<file path="config.mk">
export PLATFORM = sky130hd
export DESIGN_NAME = uart_rx_ctrl
export DESIGN_NICKNAME = d
export VERILOG_FILES = /design/src/rtl/uart_rx_pkg.sv /design/src/rtl/uart_rx_edge_bit_cnt.sv /design/src/rtl/uart_rx_ctrl.sv
export SDC_FILE = /design/constraint.sdc
export NUM_CORES = 1
export LEC_CHECK = 0
export BUFFER_PORTS_ARGS = -buffer_cell sky130_fd_sc_hd__buf_2
export CORE_UTILIZATION = 39
export CTS_CLUSTER_SIZE = 16
export DETAILED_ROUTE_END_ITERATION = 10
export GPL_TIMING_DRIVEN = 0
export SLEW_MARGIN = 10
export SYNTH_ARGS = -nofsm -noshare
export SYNTH_HDL_FRONTEND = slang
export SYNTH_HIERARCHICAL = 1
export SYNTH_SLANG_ARGS = --single-unit
</file>
<file path="constraint.sdc">
create_clock -name clk -period 6.45 [get_ports clk]
set_clock_uncertainty 0.2 [all_clocks]
set_input_delay 0.645 -clock clk [delete_from_list [all_inputs] [get_ports clk]]
set_output_delay 0.645 -clock clk [all_outputs]
set_load 0.03 [all_outputs]
</file>
<file path="src/rtl/uart_rx_pkg.sv">
// uart_rx_pkg: shared FSM states and timing constants for the UART RX controller.
package uart_rx_pkg;
    typedef enum logic [2:0] {IDLE, START, DATA, PARITY, STOP, ERR_CHK} rx_state_e;
    localparam int PRESCALE_8  = 8;
    localparam int PRESCALE_16 = 16;
    localparam int PRESCALE_32 = 32;
    // Cycles after mid-bit until the sampler's majority vote has settled.
    localparam int CHK_OFF     = 2;
endpackage

</file>
<file path="src/rtl/uart_rx_edge_bit_cnt.sv">
// uart_rx_edge_bit_cnt: oversample edge counter and bit counter with latched prescale.
module uart_rx_edge_bit_cnt
    import uart_rx_pkg::*;
#(
    parameter int PRESCALE_W = 6,
    parameter int BIT_CNT_W  = 4
) (
    input  logic                  clk,
    input  logic                  rst,
    input  logic                  en,
    input  logic                  clr,
    input  logic                  ld,
    input  logic [PRESCALE_W-1:0] prescale,
    output logic [PRESCALE_W-1:0] edge_cnt,
    output logic [BIT_CNT_W-1:0]  bit_cnt,
    output logic [PRESCALE_W-1:0] p,
    output logic                  wrap
);
    logic [PRESCALE_W-1:0] edge_cnt_q, edge_cnt_d, p_q, p_d;
    logic [BIT_CNT_W-1:0]  bit_cnt_q, bit_cnt_d;

    always_comb begin
        p_d        = ld ? prescale : p_q;
        wrap       = edge_cnt_q == p_q - 1'b1;
        edge_cnt_d = clr ? '0 : (en ? (wrap ? '0 : edge_cnt_q + 1'b1) : edge_cnt_q);
        bit_cnt_d  = clr ? '0 : ((en && wrap) ? bit_cnt_q + 1'b1 : bit_cnt_q);
    end

    always_ff @(posedge clk or negedge rst) begin
        if (!rst) begin
            edge_cnt_q <= '0;
            bit_cnt_q  <= '0;
            p_q        <= PRESCALE_W'(PRESCALE_16);
        end else begin
            edge_cnt_q <= edge_cnt_d;
            bit_cnt_q  <= bit_cnt_d;
            p_q        <= p_d;
        end
    end

    assign edge_cnt = edge_cnt_q;
    assign bit_cnt  = bit_cnt_q;
    assign p        = p_q;
endmodule

</file>
<file path="src/rtl/uart_rx_ctrl.sv">
// uart_rx_ctrl: UART RX sequencer; start detect, bit timing, checker strobes and frame validation.
module uart_rx_ctrl
    import uart_rx_pkg::*;
#(
    parameter int DATA_WIDTH = 8,
    parameter int PRESCALE_W = 6,
    parameter int BIT_CNT_W  = 4
) (
    input  logic                  clk,
    input  logic                  rst,
    input  logic                  rx_in,
    input  logic                  par_en,
    input  logic [PRESCALE_W-1:0] prescale,
    input  logic                  strt_glitch,
    input  logic                  par_err,
    input  logic                  stp_err,
    output logic                  dat_samp_en,
    output logic                  deser_en,
    output logic                  strt_chk_en,
    output logic                  par_chk_en,
    output logic                  stp_chk_en,
    output logic                  rx_check_en,
    output logic                  data_valid,
    output logic                  busy,
    output logic [PRESCALE_W-1:0] edge_cnt,
    output logic [BIT_CNT_W-1:0]  bit_cnt
);
    rx_state_e             state_q, state_d;
    logic                  data_valid_q, data_valid_d;
    logic [PRESCALE_W-1:0] p, half, chk_pt;
    logic                  wrap, idle, at_chk, cnt_clr;

    uart_rx_edge_bit_cnt #(
        .PRESCALE_W(PRESCALE_W),
        .BIT_CNT_W (BIT_CNT_W)
    ) u_cnt (
        .clk     (clk),
        .rst     (rst),
        .en      (!cnt_clr),
        .clr     (cnt_clr),
        .ld      (idle),
        .prescale(prescale),
        .edge_cnt(edge_cnt),
        .bit_cnt (bit_cnt),
        .p       (p),
        .wrap    (wrap)
    );

    always_comb begin
        half    = p >> 1;
        chk_pt  = half + PRESCALE_W'(CHK_OFF);
        idle    = state_q == IDLE;
        at_chk  = edge_cnt == chk_pt;
        state_d = state_q;
        case (state_q)
            IDLE:    state_d = rx_in ? IDLE : START;
            START:   state_d = wrap ? (strt_glitch ? IDLE : DATA) : START;
            DATA:    state_d = (wrap && bit_cnt == BIT_CNT_W'(DATA_WIDTH)) ? (par_en ? PARITY : STOP) : DATA;
            PARITY:  state_d = wrap ? STOP : PARITY;
            // Leave the stop bit early so a back-to-back start edge is not missed.
            STOP:    state_d = (edge_cnt == chk_pt + 1'b1) ? ERR_CHK : STOP;
            ERR_CHK: state_d = IDLE;
            default: state_d = IDLE;
        endcase
        cnt_clr      = idle || state_d == IDLE;
        rx_check_en  = state_q == START && edge_cnt == '0;
        strt_chk_en  = state_q == START && at_chk;
        deser_en     = state_q == DATA && at_chk;
        par_chk_en   = state_q == PARITY && at_chk;
        stp_chk_en   = state_q == STOP && at_chk;
        dat_samp_en  = !idle && state_q != ERR_CHK && edge_cnt >= half - 1'b1 && edge_cnt <= half + 1'b1;
        data_valid_d = state_q == ERR_CHK && !(stp_err || (par_en && par_err));
        busy         = !idle;
    end

    always_ff @(posedge clk or negedge rst) begin
        if (!rst) begin
            state_q      <= IDLE;
            data_valid_q <= 1'b0;
        end else begin
            state_q      <= state_d;
            data_valid_q <= data_valid_d;
        end
    end

    assign data_valid = data_valid_q;
endmodule

</file>
# Word-level counts from Yosys, hierarchy flattened
# Cells that the tools add are included.
[totals]
reg_bits = 20
input_bits = 13
output_inout_bits = 18
[classes]
addsub = 7
magnitude_cmp = 2
n_eq_ne = 10
muxes = 12
reduce_logical = 21
[ops]
columns = ["cell", "n"]
rows = [
  ["$eq A6 B6 Y1", 3],
  ["$pmux W3 S5", 1],
  ["$add A6 B1 Y6 const B", 2],
  ["$logic_and A1 B1 Y1", 12],
  ["$mux W6", 2],
  ["$mux W3", 3],
  ["$mux W4", 2],
  ["$add A5 B1 Y6 const B", 1],
  ["$add A5 B2 Y6 const B", 1],
  ["$eq A3 B2 Y1 const B", 2],
  ["$eq A3 B3 Y1 const B", 2],
  ["$ge A6 B6 Y1", 1],
  ["$le A6 B6 Y1", 1],
  ["$logic_not A3 Y1", 2],
  ["$logic_not A6 Y1", 1],
  ["$sub A5 B1 Y6 const B", 1],
  ["$sub A6 B1 Y6 const B", 1],
  ["$add A4 B1 Y4 const B", 1],
  ["$eq A4 B4 Y1 const B", 1],
  ["$mux W2", 2],
  ["$eq A3 B1 Y1 const B", 1],
  ["$logic_not A1 Y1", 3],
  ["$ne A3 B3 Y1 const B", 1],
  ["$logic_or A1 B1 Y1", 2],
  ["other kinds (2)", 3],
]

# Longest topological paths before layout
[logic_depth]
word_depth = 11
mapped_depth = 14

# Modules after synthesis
# The synthesis kept the hierarchy.
[modules_own_cells]
columns = ["mod", "n_inst", "cells_each", "area_per_inst_um2", "seq_area_each_um2"]
rows = [
  ["uart_rx_ctrl", 1, 132, 1017.2, 100.1],
  ["uart_rx_edge_bit_cnt", 1, 92, 933.4, 401.6],
]

# Worst setup path before layout
# OpenSTA, ideal clock, no wires.
[synth_timing]
path_type = "register to output"
start = "register u_cnt.p_q[2], in the netlist u_cnt/p[2]"
end = "output dat_samp_en"
t_arrival_ns = 2.527
slack_ns = 3.078
stages_incl_launch_ff = 10
path_buffers = 0
cell_sequence = "dfrtp_1 inv_1 ha_1 inv_1 ha_1 nor2b_1 o21a_1 o211ai_1 a21oi_1 a211oi_1"
[synth_between]
elab_chain_len = 4
[synth_rtl]
columns = ["item", "line_no", "text"]
rows = [
  ["start, declared", "uart_rx_edge_bit_cnt.sv:19", "logic [PRESCALE_W-1:0] edge_cnt_q, edge_cnt_d, p_q, p_d;"],
  ["start signal, assigned", "uart_rx_edge_bit_cnt.sv:33", "p_q <= PRESCALE_W'(PRESCALE_16);"],
  ["start signal, assigned", "uart_rx_edge_bit_cnt.sv:37", "p_q <= p_d;"],
  ["$sub A5 B1 Y6", "uart_rx_ctrl.sv:71", "dat_samp_en = !idle && state_q != ERR_CHK && edge_cnt >= half - 1'b1 && edge_cnt <= half + 1'b1;"],
  ["$ge A6 B6 Y1", "uart_rx_ctrl.sv:71", ""],
  ["$logic_and A1 B1 Y1", "uart_rx_ctrl.sv:71", ""],
  ["$logic_and A1 B1 Y1 (*)", "uart_rx_ctrl.sv:71", ""],
  ["end, declared", "uart_rx_ctrl.sv:17", "output logic dat_samp_en,"],
]
# Every way passes the cells marked *; elsewhere a longest branch is shown, timed or not.

# Worst setup path in the final report
[layout_timing]
start = "register u_cnt.p_q[1], in the netlist u_cnt/p[1]"
end = "register u_cnt.bit_cnt_q[0], in the netlist u_cnt/bit_cnt[0]"
[layout_between]
elab_chain_len = 10
[layout_rtl]
columns = ["item", "line_no", "text"]
rows = [
  ["$sub A6 B1 Y6 (*)", "uart_rx_edge_bit_cnt.sv:24", "wrap = edge_cnt_q == p_q - 1'b1;"],
  ["$eq A6 B6 Y1 (*)", "uart_rx_edge_bit_cnt.sv:24", ""],
  ["net wrap", "uart_rx_ctrl.sv:31", "logic wrap, idle, at_chk, cnt_clr;"],
  ["$logic_and A1 B1 Y1", "uart_rx_ctrl.sv:58", "DATA: state_d = (wrap && bit_cnt == BIT_CNT_W'(DATA_WIDTH)) ? (par_en ? PARITY : STOP) : DATA;"],
  ["$mux W3", "uart_rx_ctrl.sv:58", ""],
  ["$pmux W3 S5 (*)", "uart_rx_ctrl.sv:55", "case (state_q)"],
  ["$logic_not A3 Y1 (*)", "uart_rx_ctrl.sv:65", "cnt_clr = idle || state_d == IDLE;"],
  ["$logic_or A1 B1 Y1 (*)", "uart_rx_ctrl.sv:65", ""],
  ["net cnt_clr", "uart_rx_ctrl.sv:31", ""],
  ["$logic_not A1 Y1", "uart_rx_ctrl.sv:39", ".en (!cnt_clr),"],
  ["$logic_and A1 B1 Y1", "uart_rx_edge_bit_cnt.sv:26", "bit_cnt_d = clr ? '0 : ((en && wrap) ? bit_cnt_q + 1'b1 : bit_cnt_q);"],
  ["$reduce_bool A2 Y1 (no line)", "--", ""],
  ["end signal, assigned", "uart_rx_edge_bit_cnt.sv:36", "bit_cnt_q <= bit_cnt_d;"],
  ["end, declared", "uart_rx_edge_bit_cnt.sv:20", "logic [BIT_CNT_W-1:0] bit_cnt_q, bit_cnt_d;"],
]
# The timed path passes the listed nets; every way through them passes the cells marked *.
# A chain may end at the register's enable or synchronous reset.

==> flow_summary.json <==
{
  "fmax_mhz": 269.5,
  "place_congestion": 0.7709,
  "maxCapViolCount": 0,
  "synth-compound-area-share_pct": 15.91,
  "yosysUniqueCellTypes": 52,
  "slowest_stage": "dfrtp_1",
  "drc_errors": 0,
  "post_cts_buffers": 0,
  "initial_core_util_pct": 41.03,
  "htree_num_levels": 1,
  "synth-simple-area-share_pct": 23.35,
  "final.min_clock_period_ns": 3.711,
  "synthXorXnorAreaFrac_pct": 11.55,
  "ys_seq_elements": 20,
  "hold_viol_final": 0,
  "cts_resized": 0,
  "syn_nets": 258,
  "switching_power_uw": 48.63,
  "worst_slew_pin_slew_ns": 0.5821,
  "wl_um": 4568,
  "dieArea_mm2": 0.005288,
  "synth_top_family_by_area": "simple AND/OR/NAND/NOR gates",
  "ys_top_cells_by_area": "dfrtp_1, ha_1, xnor2_1",
  "post-route-util_pct": 47.45,
  "grt_pass1_wl_um": 7569,
  "synthMuxAreaShare_pct": 5.067,
  "postSynthCellCount": 224,
  "via_per_inst": 5.258,
  "grt_pass1_vias": 1615,
  "grt_max_degree": 21,
  "hold-worst-slack_ns": 0.1230,
  "required_ns": 6.40,
  "synth-edff-count": 0,
  "synth_area_mm2": 0.001951,
  "fillerInstances": 505,
  "synth_top_area_share_pct": 24.37,
  "reg2reg_from": "u_cnt/p[1]$_DFFE_PN0P_",
  "cts_root_buf": "clkbuf_8",
  "ir_drop_uv": 108.6,
  "die_width_um": 72.72,
  "crit_path_start": "u_cnt/p[1]$_DFFE_PN0P_",
  "cp.arrival_ns": 3.67,
  "timing.final.crit_share_pct": 57.53,
  "switching_share_pct": 18.74,
  "p_int_uw": 210.9,
  "finalMaxSlewViolations": 0,
  "num_rows": 25,
  "worst-path-max-fanout": 12,
  "die_h_um": 72.72,
  "antenna_found_initial": 0,
  "ant_nets": 0,
  "power_frac_clock_pct": 49.3,
  "worst_path_largest_cell_delay_ns": 0.60,
  "finalSetupTns_ns": 0,
  "path_cells": "inv_1 -> ha_1 -> nand2b_1 -> o211a_1 -> o31a_1 -> nor2_1 -> nand2_1 -> a21oi_1 -> o22ai_1 -> inv_1 -> clkbuf_1 -> nor2_1 -> mux2_2",
  "setup_viol": 0,
  "cts_hold_buf": 0,
  "synthAdderAreaFrac_pct": 13.47,
  "synthFlopType": "dfrtp_1",
  "post-dp-hpwl_um": 3331,
  "seqPwrFrac_pct": 48.3,
  "vias": 1709,
  "crit_type": "reg2reg",
  "final_nets": 293,
  "io_pins": 31,
  "n_antenna_cell": 0,
  "overflow": 0,
  "reg2reg_slack_ns": 2.74,
  "rsz0062_at_grt": "no",
  "cts_tree": "done",
  "endpoint_kind": "flip-flop",
  "routedWlPerCell_um": 14.06,
  "cts_sinks": 20,
  "clockBufferDepth": 2,
  "leakagePower_uw": 0.0009728,
  "async_flop_share_pct": 100.0,
  "synth.avg_cell_area_um2": 8.708,
  "critPathLaunchType": "flip-flop",
  "area_growth_pct": 15.65,
  "first_iter_violations": 94,
  "pre_cts_ws_ns": 2.784,
  "dr.pass1.iters": 4,
  "multi_input_area_mm2": 0.001353,
  "status": "finished clean",
  "regArea_um2": 501.7,
  "slew_headroom_pct": 61.05,
  "cts_buffers": 3,
  "grt_usage_pct": 18.46,
  "synth_warnings": 6,
  "fin_ws_ns": 2.739,
  "io_buffers": 30,
  "drive_gt1_share_pct": 21.71,
  "ys_seq_area_share_pct": 25.72,
  "clk_pin_slew_ns": 0.08,
  "clkLatencyLatePin_ns": 0.26,
  "pwr-share-comb_pct": 2.4,
  "cellPowerDensity_mw_per_mm2": 115.0,
  "core_mm2": 0.004755,
  "synth_top_cell_by_area": "dfrtp_1",
  "hp-class": "in2async"
}
-- power groups by stage --
stage	combinational, uW	clock, uW	sequential [uW]
after global routing	7.41	137	125
after global placement	6.52	0	128
after CTS	6.61	132	125
after detailed placement	6.64	0	128
after floorplan	0.333	0	128
final	6.33	128	125
-- worst max-delay path, delay by kind of cell, from the launching register on --
kind                     cells  cell delay, ns
AND/OR/NAND/NOR              4            0.83
AO/OA/AOI/OAI                4            0.79
buffers and inverters        3            0.66
flip-flops                   1            0.60
multiplexers                 1            0.27
adder cells (fa/ha/maj)      1            0.23
-- cells in the mapped netlist, drive strengths merged, types with 2 or more instances --
cell type / n
xnor2: 16
nand4: 6
o21a: 3
and3: 3
dfrtp: 19
clkbuf: 5
mux2i: 2
or4: 3
a21oi: 13
o211ai: 2
ha: 21
nor2: 14
mux2: 7
nand2: 18
xor2: 8
buf: 4
nand2b: 8
nand3: 8
nor3: 7
nor4: 5
inv: 13
o22ai: 5
a211oi: 3
o31ai: 3
o32ai: 2
nor2b: 5
o21ai: 5
-- area by class of cell --
type                       instances  share of cell area (%)
inverter                          13                   2.163
tap                               67                   3.716
sequential                        20                   22.24
clock buffer                       3                   1.830
clock inverter                     1                   1.331
buffer                             9                   2.108
multi-input combinational        182                   59.96
timing repair buffer              30                   6.656
-- routing by layer --
metal / vias up / global-route usage (%) / share of wire (%)
li1: 882 / - / -
met1: 802 / 24.81 / 48
met2: 23 / 31.98 / 50
met3: 2 / 2.072 / 2.1
met4: 0 / 3.922 / 0.42
met5: - / 0 / 0
-- layout by cell type, fill, tap and decap left out, types with 12 or more instances in the layout --
master / instances
nand2_1: 18
a21oi_1: 12
dfrtp_1: 19
buf_2: 32
nor2_1: 13
inv_1: 13
xnor2_1: 14
ha_1: 21
-- registers in the layout (all words and copies together), names as in the netlist --
| signal | flops |
|---|---|
| u_cnt/edge_cnt | 6 |
| u_cnt/p | 6 |
| u_cnt/bit_cnt | 4 |
| state_q | 3 |
| data_valid | 1 |
-- path summary, 6_finish.rpt --
path / cells past startpoint / endpoint
max: 13 / u_cnt/bit_cnt[0]$_DFFE_PN0P_
max reg2reg: 13 / u_cnt/bit_cnt[0]$_DFFE_PN0P_
min in group clk: 2 / data_valid$_DFF_PN0_
max in group asynchronous: 1 / u_cnt/p[4]$_DFFE_PN1P_
min: 1 / u_cnt/bit_cnt[0]$_DFFE_PN0P_
min reg2reg: 2 / u_cnt/bit_cnt[3]$_DFFE_PN0P_
-- cells by family after synthesis --
group | count (synthesis)
flip-flops | 20
AO/OA/AOI/OAI | 45
adder cells (fa/ha/maj) | 21
XOR/XNOR | 24
buffers and inverters | 22
multiplexers | 9
AND/OR/NAND/NOR | 83
-- per-stage QoR --
stage / std cells / cell area (um^2) / total power, uW
finish: 325 / 2256 / 259.5
CTS: 325 / 2256 / 263.4
detailed placement: 321 / 2185 / 134.4
global route: 325 / 2256 / 269.4
global placement: 321 / 2185 / 134.3
floorplan: 224 / 1951 / 128.1
No activity file was read; power rests on OpenSTA's default activity.
